**config.mk**
```make
export PLATFORM = sky130hd
export DESIGN_NAME = tdc_measure_ctrl
export DESIGN_NICKNAME = d
export VERILOG_FILES = /design/src/rtl/tdc_pkg.sv /design/src/rtl/tdc_therm_count.sv /design/src/rtl/tdc_measure_ctrl.sv
export SDC_FILE = /design/constraint.sdc
export NUM_CORES = 1
export LEC_CHECK = 0
export ABC_AREA = 1
export BUFFER_PORTS_ARGS = -buffer_cell sky130_fd_sc_hd__buf_4
export CAP_MARGIN = 30
export CORE_MARGIN = 3
export CORE_UTILIZATION = 33
export DETAILED_ROUTE_END_ITERATION = 10
export GPL_TIMING_DRIVEN = 1
export SETUP_SLACK_MARGIN = 0.1
export SLEW_MARGIN = 40
export SYNTH_ARGS = -nofsm -noshare
export SYNTH_HDL_FRONTEND = slang
export SYNTH_SLANG_ARGS = --single-unit
```
**constraint.sdc**
```tcl
create_clock -name clk -period 10.7 [get_ports clk]
set_input_delay 1.07 -clock clk [delete_from_list [all_inputs] [get_ports clk]]
set_output_delay 1.07 -clock clk [all_outputs]
set_load 0.01 [all_outputs]
```
**src/rtl/tdc_pkg.sv**
```systemverilog
// tdc_pkg: shared state encoding, default line length and width helpers for the TDC slice.
package tdc_pkg;

    typedef enum logic [2:0] {IDLE, ARM, LAUNCH, SETTLE, CAPTURE, ACCUM, DONE} state_t;

    localparam int TDC_N_DELAY = 32;

    function automatic int cnt_w(input int n_delay);
        return $clog2(n_delay + 1);
    endfunction

    function automatic int res_w(input int n_delay, input int n_samples);
        return cnt_w(n_delay) + $clog2(n_samples);
    endfunction

endpackage

```
**src/rtl/tdc_therm_count.sv**
```systemverilog
// tdc_therm_count: popcount of a thermometer code; TDC_BUBBLE_FIX_EN adds a 3-tap majority filter.
module tdc_therm_count
    import tdc_pkg::*;
#(
    parameter int N_DELAY = TDC_N_DELAY,
    localparam int CNT_W = cnt_w(N_DELAY)
) (
    input  logic [N_DELAY-1:0] code,
    output logic [CNT_W-1:0]   count
);

    logic [N_DELAY-1:0] filt;

`ifdef TDC_BUBBLE_FIX_EN
    // Pad with the values a clean thermometer code implies past its ends.
    logic [N_DELAY+1:0] ext;
    assign ext = {1'b0, code, 1'b1};
    always_comb begin
        filt = '0;
        for (int i = 0; i < N_DELAY; i++)
            filt[i] = (ext[i] & ext[i+1]) | (ext[i] & ext[i+2]) | (ext[i+1] & ext[i+2]);
    end
`else
    assign filt = code;
`endif

    always_comb begin
        count = '0;
        for (int i = 0; i < N_DELAY; i++)
            count = count + CNT_W'(filt[i]);
    end

endmodule

```
**src/rtl/tdc_measure_ctrl.sv**
```systemverilog
// tdc_measure_ctrl: runs N_SAMPLES clear/launch/settle/capture cycles on the TDC line and
// returns the summed popcount over valid/ready; TDC_BUBBLE_FIX_EN enables the bubble filter.
module tdc_measure_ctrl
    import tdc_pkg::*;
#(
    parameter int N_DELAY       = TDC_N_DELAY,
    parameter int N_SAMPLES     = 8,
    parameter int SETTLE_CYCLES = 2,
    localparam int CNT_W = cnt_w(N_DELAY),
    localparam int RES_W = res_w(N_DELAY, N_SAMPLES)
) (
    input  logic               clk,
    input  logic               rst_n,
    input  logic               req_start,
    output logic               busy,
    output logic               tdc_start,
    input  logic [N_DELAY-1:0] tdc_code,
    output logic [RES_W-1:0]   result,
    output logic               result_valid,
    input  logic               result_ready,
    input  logic [1:0]         byte_sel,
    output logic [7:0]         result_byte
);

    localparam int SIW = N_SAMPLES > 1 ? $clog2(N_SAMPLES) : 1;
    localparam int STW = $clog2(SETTLE_CYCLES + 1);

    state_t             state, state_nx;
    logic [STW-1:0]     settle_cnt;
    logic [SIW-1:0]     sample_idx;
    logic [RES_W-1:0]   acc;
    logic [N_DELAY-1:0] code_reg;
    logic [CNT_W-1:0]   count;
    logic               last_settle, last_sample;
    logic [31:0]        res_ext;

    tdc_therm_count #(.N_DELAY(N_DELAY)) u_count (.code(code_reg), .count(count));

    assign last_settle = settle_cnt == STW'(SETTLE_CYCLES - 1);
    assign last_sample = sample_idx == SIW'(N_SAMPLES - 1);

    always_comb begin
        state_nx     = state;
        busy         = state != IDLE;
        tdc_start    = state inside {LAUNCH, SETTLE, CAPTURE};
        result_valid = state == DONE;
        case (state)
            IDLE:    state_nx = req_start ? ARM : IDLE;
            ARM:     state_nx = LAUNCH;
            LAUNCH:  state_nx = SETTLE;
            SETTLE:  state_nx = last_settle ? CAPTURE : SETTLE;
            CAPTURE: state_nx = ACCUM;
            ACCUM:   state_nx = last_sample ? DONE : ARM;
            DONE:    state_nx = result_ready ? IDLE : DONE;
            default: state_nx = IDLE;
        endcase
    end

    always_ff @(posedge clk or posedge rst_n) begin
        if (rst_n) begin
            state      <= IDLE;
            settle_cnt <= '0;
            sample_idx <= '0;
            acc        <= '0;
            code_reg   <= '0;
        end else begin
            state      <= state_nx;
            settle_cnt <= state == SETTLE ? settle_cnt + STW'(1) : '0;
            if (state == IDLE && req_start) begin
                acc        <= '0;
                sample_idx <= '0;
            end
            if (state == CAPTURE)
                code_reg <= tdc_code;
            if (state == ACCUM) begin
                acc <= acc + RES_W'(count);
                if (!last_sample)
                    sample_idx <= sample_idx + SIW'(1);
            end
        end
    end

    assign result      = acc;
    assign res_ext     = 32'(acc);
    assign result_byte = res_ext[{byte_sel, 3'b000} +: 8];

endmodule
```
==> flow_metrics.tcl, run 1 <==
set metrics [dict create \
    synth-edff-count 0 \
    drtPass1Iterations 4 \
    die_h_microns 105 \
    path_clk_slew_ps 90 \
    cp.buffers_inverters 3 \
    crit_fanout 5 \
    ys.warnings.count 0 \
    critical_path.max_stage_delay_ps 540 \
    start_kind "flop" \
    insertedDiodeCount 0 \
    period_minus_slack_ps 5860 \
    drc 0 \
    path_class "flop to flop" \
    place.gp.congestion 0.811 \
    synthFlopType "dfrtp_1" \
    ys_types 31 \
    setup_viol 0 \
    status "complete, no violations" \
    wl_per_cell_microns 11.4 \
    fin_area_sq_um 3850 \
    die_area_sq_um 11000 \
    cap_violations 0 \
    postCtsHoldBufs 0 \
    cp-end-kind "flop" \
    synth.ff_latch_count 49 \
    htreeDepth 2 \
    cp_cell_sequence "ha_1 > inv_1 > fa_1 > fa_1 > fa_1 > fa_1 > fa_1 > fa_1 > fa_1 > fa_1 > o21ai_0 > xor2_1 > ha_1 > nand2_1 > inv_1 > nand2_1 > nand3_1 > nand2_1 > nand2_1 > nand2_1 > inv_1" \
    grtUsageTotal 0.117 \
    rsz0062_at_grt "no" \
    clockBufferDepth 2 \
    coreArea_sq_um 9370 \
    syn-instance-count 345 \
    clk_latency_ps 310 \
    grt_pass1_wl_microns 10800 \
    layout.nets 483 \
    cp_data_arrival_time_ps 6060 \
    hold_viol 0 \
    antenna_left 0 \
    min_path_type "flop to flop" \
    die_w_microns 105 \
    clockRootBuffer "clkbuf_8" \
    initial_core_util 0.345 \
    skew_ps 10.9 \
    numCtsBuffers 5 \
    ios 58 \
    grt_overflow 0 \
    wl_microns 6060 \
    post-cts-setup-buffer-count 0 \
    largest_reg_flops 32 \
    area_growth_pct 19.0 \
    via_per_inst 4.34 \
    grt_max_degree 58 \
    rows 35 \
    fmax_mhz 171 \
    vias 2313 \
    drtIter0Drc 89 \
    post_dp_cell_area_sq_um 3760 \
    clkSinkCount 49 \
    antenna_found_initial 0 \
    required_ps 10900 \
    drive_above_1_share 0.218 \
    async_reset_ff_frac 1.00 \
    cts_tree "yes" \
    fin_setup_tns_ps 0 \
    crit_top_cell "fa_1" \
    path_delay_family "adder cells" \
    slew_violations 0 \
    worst_slew_margin_rel 0.537 \
    synth.avg_cell_area_sq_um 9.37 \
    worst_slew_pin_slew_ps 695 \
    netlist_area_sq_um 3230 \
    post-route-period-util 0.547 \
    port_buffers 57 \
    grt_pass1_vias 2395 \
    cts-resized-gates 0 \
    syn_nets 425 \
    place_hpwl_microns 4790 \
    synth-seq-area-share 0.379 \
    critPathSlowestCell "fa_1" \
]
-- per-stage QoR --
step / hold slack, ps / setup WS [ps] / cells / util
2_1_floorplan: 410 / 5140 / 345 / -
3_3_place_gp: 423 / 4970 / 525 / 0.401
3_5_place_dp: 425 / 4830 / 525 / 0.401
4_1_cts: 447 / 4800 / 533 / 0.410
5_1_grt: 477 / 4500 / 533 / 0.410
6_report: 438 / 4840 / 533 / 0.410
-- layout by cell type, fill, tap and decap left out, drive strengths merged --
cell type	instances
inv	81
buf	57
dfrtp	49
nand2	47
nor2	40
a21oi	28
fa	25
ha	17
nand3	14
o21ai	11
mux2	10
clkbuf	5
nor3	3
xnor2	2
nand4	2
o22ai	2
or2	2
o21a	1
a211oi	1
a22oi	1
xor2	1
o31ai	1
o2111ai	1
and2	1
clkinvlp	1
clkinv	1
-- cells in the mapped netlist, drive strengths merged, types with 2 or more instances --
library cell	number	area, sq um
o21ai	11	55.1
inv	80	300
buf	6	68.8
nor2	40	158
dfrtp	49	1230
nand4	2	12.5
ha	17	213
nand3	14	87.6
nand2	47	184
a21oi	28	166
xnor2	2	17.5
nor3	3	15.0
or2	2	12.5
fa	25	500
o22ai	2	12.5
mux2	10	150
-- metal layers --
layer	GRT usage	vias up	share of wire
li1	-	1168	-
met1	0.157	1092	0.47
met2	0.189	45	0.48
met3	0.0241	8	0.037
met4	0.0384	0	0.014
met5	0	-	0
-- worst paths after layout --
| check | startpoint | end | slack, ps | cells past startpoint |
|---|---|---|---|---|
| max in group asynchronous | rst_n | result[2] | 9450 | 2 |
| hold / removal | settle_cnt[0] | settle_cnt[0] | 440 | 1 |
| setup reg to reg | code_reg[0] | result[6] | 4840 | 21 |
| hold reg to reg | settle_cnt[0] | settle_cnt[0] | 440 | 1 |
| min in group asynchronous | rst_n | result[4] | 840 | 2 |
| setup / recovery | code_reg[0] | result[6] | 4840 | 21 |
-- cells by family (layout without fill, tap and decap cells) --
| group | Yosys count | in the layout | share of synthesized area |
|---|---|---|---|
| AOI/OAI and AO/OA | 46 | 46 | 0.0844 |
| DFF | 49 | 49 | 0.379 |
| xor gates and xnor gates | 3 | 3 | 0.00813 |
| and+or+nand+nor | 109 | 109 | 0.147 |
| muxes | 10 | 10 | 0.0464 |
| buffers and inverters | 86 | 145 | 0.114 |
| adders and majority gates | 42 | 42 | 0.221 |
-- layout make-up --
| cell class | instances | area, sq um |
|---|---|---|
| inverter | 80 | 303 |
| fill | 943 | 5530 |
| clock buffer | 5 | 68.8 |
| timing repair buffer | 57 | 428 |
| multi-input combinational | 210 | 1640 |
| tap | 129 | 161 |
| sequential | 49 | 1230 |
| clock inverter | 3 | 21.3 |
Power of run 1 is not shown: default switching activity piles up to over one toggle a cycle in this logic, so the estimate is an artifact.
==> run 2, diff against run 1 <==
clock period = 6.1 ns   (was 10.7 ns; I/O delays follow)
==> flow_metrics.tcl, run 2 (same netlist as run 1, synthesis figures left out) <==
set metrics [dict create \
    status "complete, no violations" \
    wl_per_cell_microns 11.4 \
    drtIter0Drc 124 \
    vias 2314 \
    place_hpwl_microns 4750 \
    cap_violations 0 \
    worst_slew_pin_slew_ps 714 \
    post-route-period-util 0.936 \
    drc 0 \
    port_buffers 57 \
    clkSinkCount 49 \
    cp-end-kind "flop" \
    rows 35 \
    required_ps 6300 \
    final_cell_mix "inv_1, buf_4, dfrtp_1" \
    die_h_microns 105 \
    postCtsHoldBufs 0 \
    antenna_left 0 \
    die_w_microns 105 \
    clockRootBuffer "clkbuf_8" \
    insertedDiodeCount 0 \
    fmax_mhz 175 \
    wl_microns 6060 \
    via_per_inst 4.34 \
    fin_setup_tns_ps 0 \
    cts-resized-gates 0 \
    grt_max_degree 58 \
    cts_tree "yes" \
    grt_pass1_wl_microns 10500 \
    area_growth_pct 19.2 \
    drive_above_1_share 0.223 \
    drtPass1Iterations 4 \
    dp_slack_ps 260 \
    fillers 972 \
    post-cts-setup-buffer-count 0 \
    min_path_type "primary input to async pin" \
    cp_data_arrival_time_ps 5910 \
    antenna_found_initial 0 \
    skew_ps 10.5 \
    layout.nets 483 \
    start_kind "flop" \
    slew_violations 0 \
    worst_slew_margin_rel 0.524 \
    grtUsageTotal 0.115 \
    layout.cells.most_common "inv_1" \
    largest_reg_flops 32 \
    path_clk_slew_ps 100 \
    die_area_sq_um 11000 \
    setup_viol 0 \
    clockBufferDepth 2 \
    initial_core_util 0.345 \
    ios 58 \
    period_minus_slack_ps 5710 \
    path_class "flop to flop" \
    rsz0062_at_grt "no" \
    hold_ws_ps 383 \
    setup_ws_ps 392 \
    place.gp.congestion 0.811 \
    crit_fanout 5 \
    hold_viol 0 \
    grt_overflow 0 \
    coreArea_sq_um 9370 \
    htreeDepth 2 \
    grt_pass1_vias 2321 \
    numCtsBuffers 5 \
    clk_latency_ps 300 \
]
==> run 2: path summary, 6_finish.rpt <==
path                          startpoint            end  slack [ps]  depth (start not counted)
hold / removal                     rst_n   code_reg[10]         380                          2
hold reg to reg            settle_cnt[0]  settle_cnt[0]         450                          1
max in group asynchronous          rst_n    code_reg[5]        5300                          2
setup reg to reg             code_reg[1]      result[7]         390                         18
min in group clk           settle_cnt[0]  settle_cnt[0]         450                          1
setup / recovery             code_reg[1]      result[7]         390                         18
==> run 2: metal layers <==
layer  share of wire  track usage
met5               0            0
met1            0.48        0.156
met3           0.034       0.0229
met4           0.011       0.0328
met2            0.48        0.187
==> run 2: worst max-delay path: stages, from the launching register on <==
cell	delay [ps]
dfrtp_1	400
ha_1	280
inv_1	40
fa_1	490
fa_1	430
fa_1	540
fa_1	440
fa_1	540
fa_1	440
fa_2	370
fa_1	410
o21ai_1	170
xor2_1	190
ha_1	310
a21oi_1	220
and2_1	150
nand2_1	60
nand3_1	70
nand2_1	50
==> run 2: area by class of cell <==
| type | instances | area (sq um) | share of cell area |
|---|---|---|---|
| timing repair buffer | 57 | 428 | 0.111 |
| clock buffer | 5 | 68.8 | 0.0179 |
| multi-input combinational | 210 | 1650 | 0.427 |
| tap | 129 | 161 | 0.0419 |
| clock inverter | 3 | 21.3 | 0.00552 |
| inverter | 80 | 303 | 0.0786 |
| sequential | 49 | 1230 | 0.318 |
==> run 2: metrics by stage <==
stage,util,cells,cell area (sq um)
after floorplan,-,345,3230
after global routing,0.411,533,3850
after CTS,0.410,533,3850
after global placement,0.401,525,3750
final,0.411,533,3850
after detailed placement,0.401,525,3760
Power of run 2 is left out for the same reason.
==> run 3, diff against run 2 <==
CORE_MARGIN = 2   (was 3)
==> flow_metrics.tcl, run 3 (same netlist as run 1, synthesis figures left out) <==
set metrics [dict create \
    place.gp.congestion 0.828 \
    worst_slew_margin_rel 0.537 \
    slew_violations 0 \
    coreArea_sq_um 9640 \
    crit_top_cell "fa_1" \
    rsz0062_at_grt "no" \
    clkSinkCount 49 \
    die_area_sq_um 10600 \
    path_clk_slew_ps 90 \
    via_per_inst 4.34 \
    layout.cells.most_common "inv_1" \
    layout.nets 483 \
    port_buffers 57 \
    cp_cell_sequence "ha_1 > inv_1 > fa_1 > fa_1 > fa_1 > fa_1 > fa_1 > fa_1 > fa_2 > fa_1 > o21ai_1 > xor2_1 > ha_1 > a21oi_1 > and2_1 > nand2_1 > nand3_1 > nand2_1" \
    vias 2329 \
    cp_data_arrival_time_ps 5870 \
    drc 0 \
    drive_above_1_share 0.223 \
    drtIter0Drc 100 \
    setup_ws_ps 428 \
    rows 36 \
    clockRootBuffer "clkbuf_8" \
    fillers 997 \
    crit_fanout 5 \
    wl_microns 6220 \
    area_growth_pct 20.0 \
    grt_pass1_wl_microns 10500 \
    min_path_type "primary input to async pin" \
    insertedDiodeCount 0 \
    fmax_mhz 176 \
    antenna_left 0 \
    required_ps 6300 \
    skew_ps 8.39 \
    setup_viol 0 \
    wl_per_cell_microns 11.6 \
    largest_reg_flops 32 \
    htreeDepth 2 \
    clockBufferDepth 2 \
    cap_violations 0 \
    initial_core_util 0.335 \
    grt_pass1_vias 2307 \
    post-route-period-util 0.930 \
    cp-end-kind "flop" \
    drtPass1Iterations 4 \
    critPathSlowestCell "fa_1" \
    status "complete, no violations" \
    antenna_found_initial 0 \
    dp_slack_ps 284 \
    place_hpwl_microns 4920 \
    grt_max_degree 58 \
    hold_viol 0 \
    start_kind "flop" \
    path_class "flop to flop" \
    period_minus_slack_ps 5670 \
    die_w_microns 103 \
    numCtsBuffers 5 \
    critical_path.max_stage_delay_ps 540 \
    ios 58 \
    clk_latency_ps 300 \
    grtUsageTotal 0.125 \
    die_h_microns 103 \
    worst_slew_pin_slew_ps 695 \
    final_cell_mix "inv_1, buf_4, dfrtp_1" \
    ff2ff_path_depth 18 \
    fin_setup_tns_ps 0 \
    grt_overflow 0 \
    cts_tree "yes" \
    final_cells 537 \
    dp_cells 529 \
]
[run 3: cell types whose count changed in the layout (fill, tap and decap cells not counted), sizes merged]
cell	delta
bufinv	+1
clkinvlp	-1
[run 3: cell type report]
cell class,instances,area (sq um),area share
Multi-Input combinational cell,210,1640,0.424
Tap cell,133,166,0.0429
Inverter,80,303,0.0780
Sequential cell,49,1230,0.316
Timing Repair Buffer,57,428,0.110
Clock buffer,5,68.8,0.0177
Clock inverter,3,43.8,0.0113
[run 3: stage by stage]
stage | hold slack (ps) | util | cell area (sq um)
6_report | 374 | 0.403 | 3880
3_5_place_dp | 450 | 0.390 | 3760
3_3_place_gp | 421 | 0.390 | 3760
2_1_floorplan | 410 | - | 3230
4_1_cts | 414 | 0.402 | 3870
5_1_grt | 438 | 0.403 | 3880
[run 3: layer usage]
metal	vias up	global-route usage	wire length (microns)
met5	-	0	0
met4	0	0.0273	60
met3	4	0.0237	232
met2	40	0.208	3020
met1	1113	0.170	2910
li1	1172	-	-
[run 3: repair_timing]
item | 4_1_cts | 5_1_grt
hold buffers | 0 | 0
endpoints found under the hold margin | 0 | 0
resized for setup | 0 | 4
endpoints found under the setup margin | 0 | 5
buffers inserted | 0 | 0
[run 3: final timing paths]
path                                     from            end  slack (ps)
worst max-delay path              code_reg[0]      result[7]         430
worst min-delay path                    rst_n  sample_idx[0]         370
worst max register to register    code_reg[0]      result[7]         430
worst min register to register  settle_cnt[0]  settle_cnt[0]         460
max in group asynchronous               rst_n      result[3]        5290
min in group clk                settle_cnt[0]  settle_cnt[0]         460
[run 3: worst max-delay path: cells and delay by family (launching register included)]
kind / cells / cell delay [ps]
fa+ha+maj: 10 / 4220
flops: 1 / 390
compound gates: 2 / 390
simple gates: 4 / 350
xor+xnor: 1 / 160
buf+inv: 1 / 40
Power of run 3 is left out for the same reason.
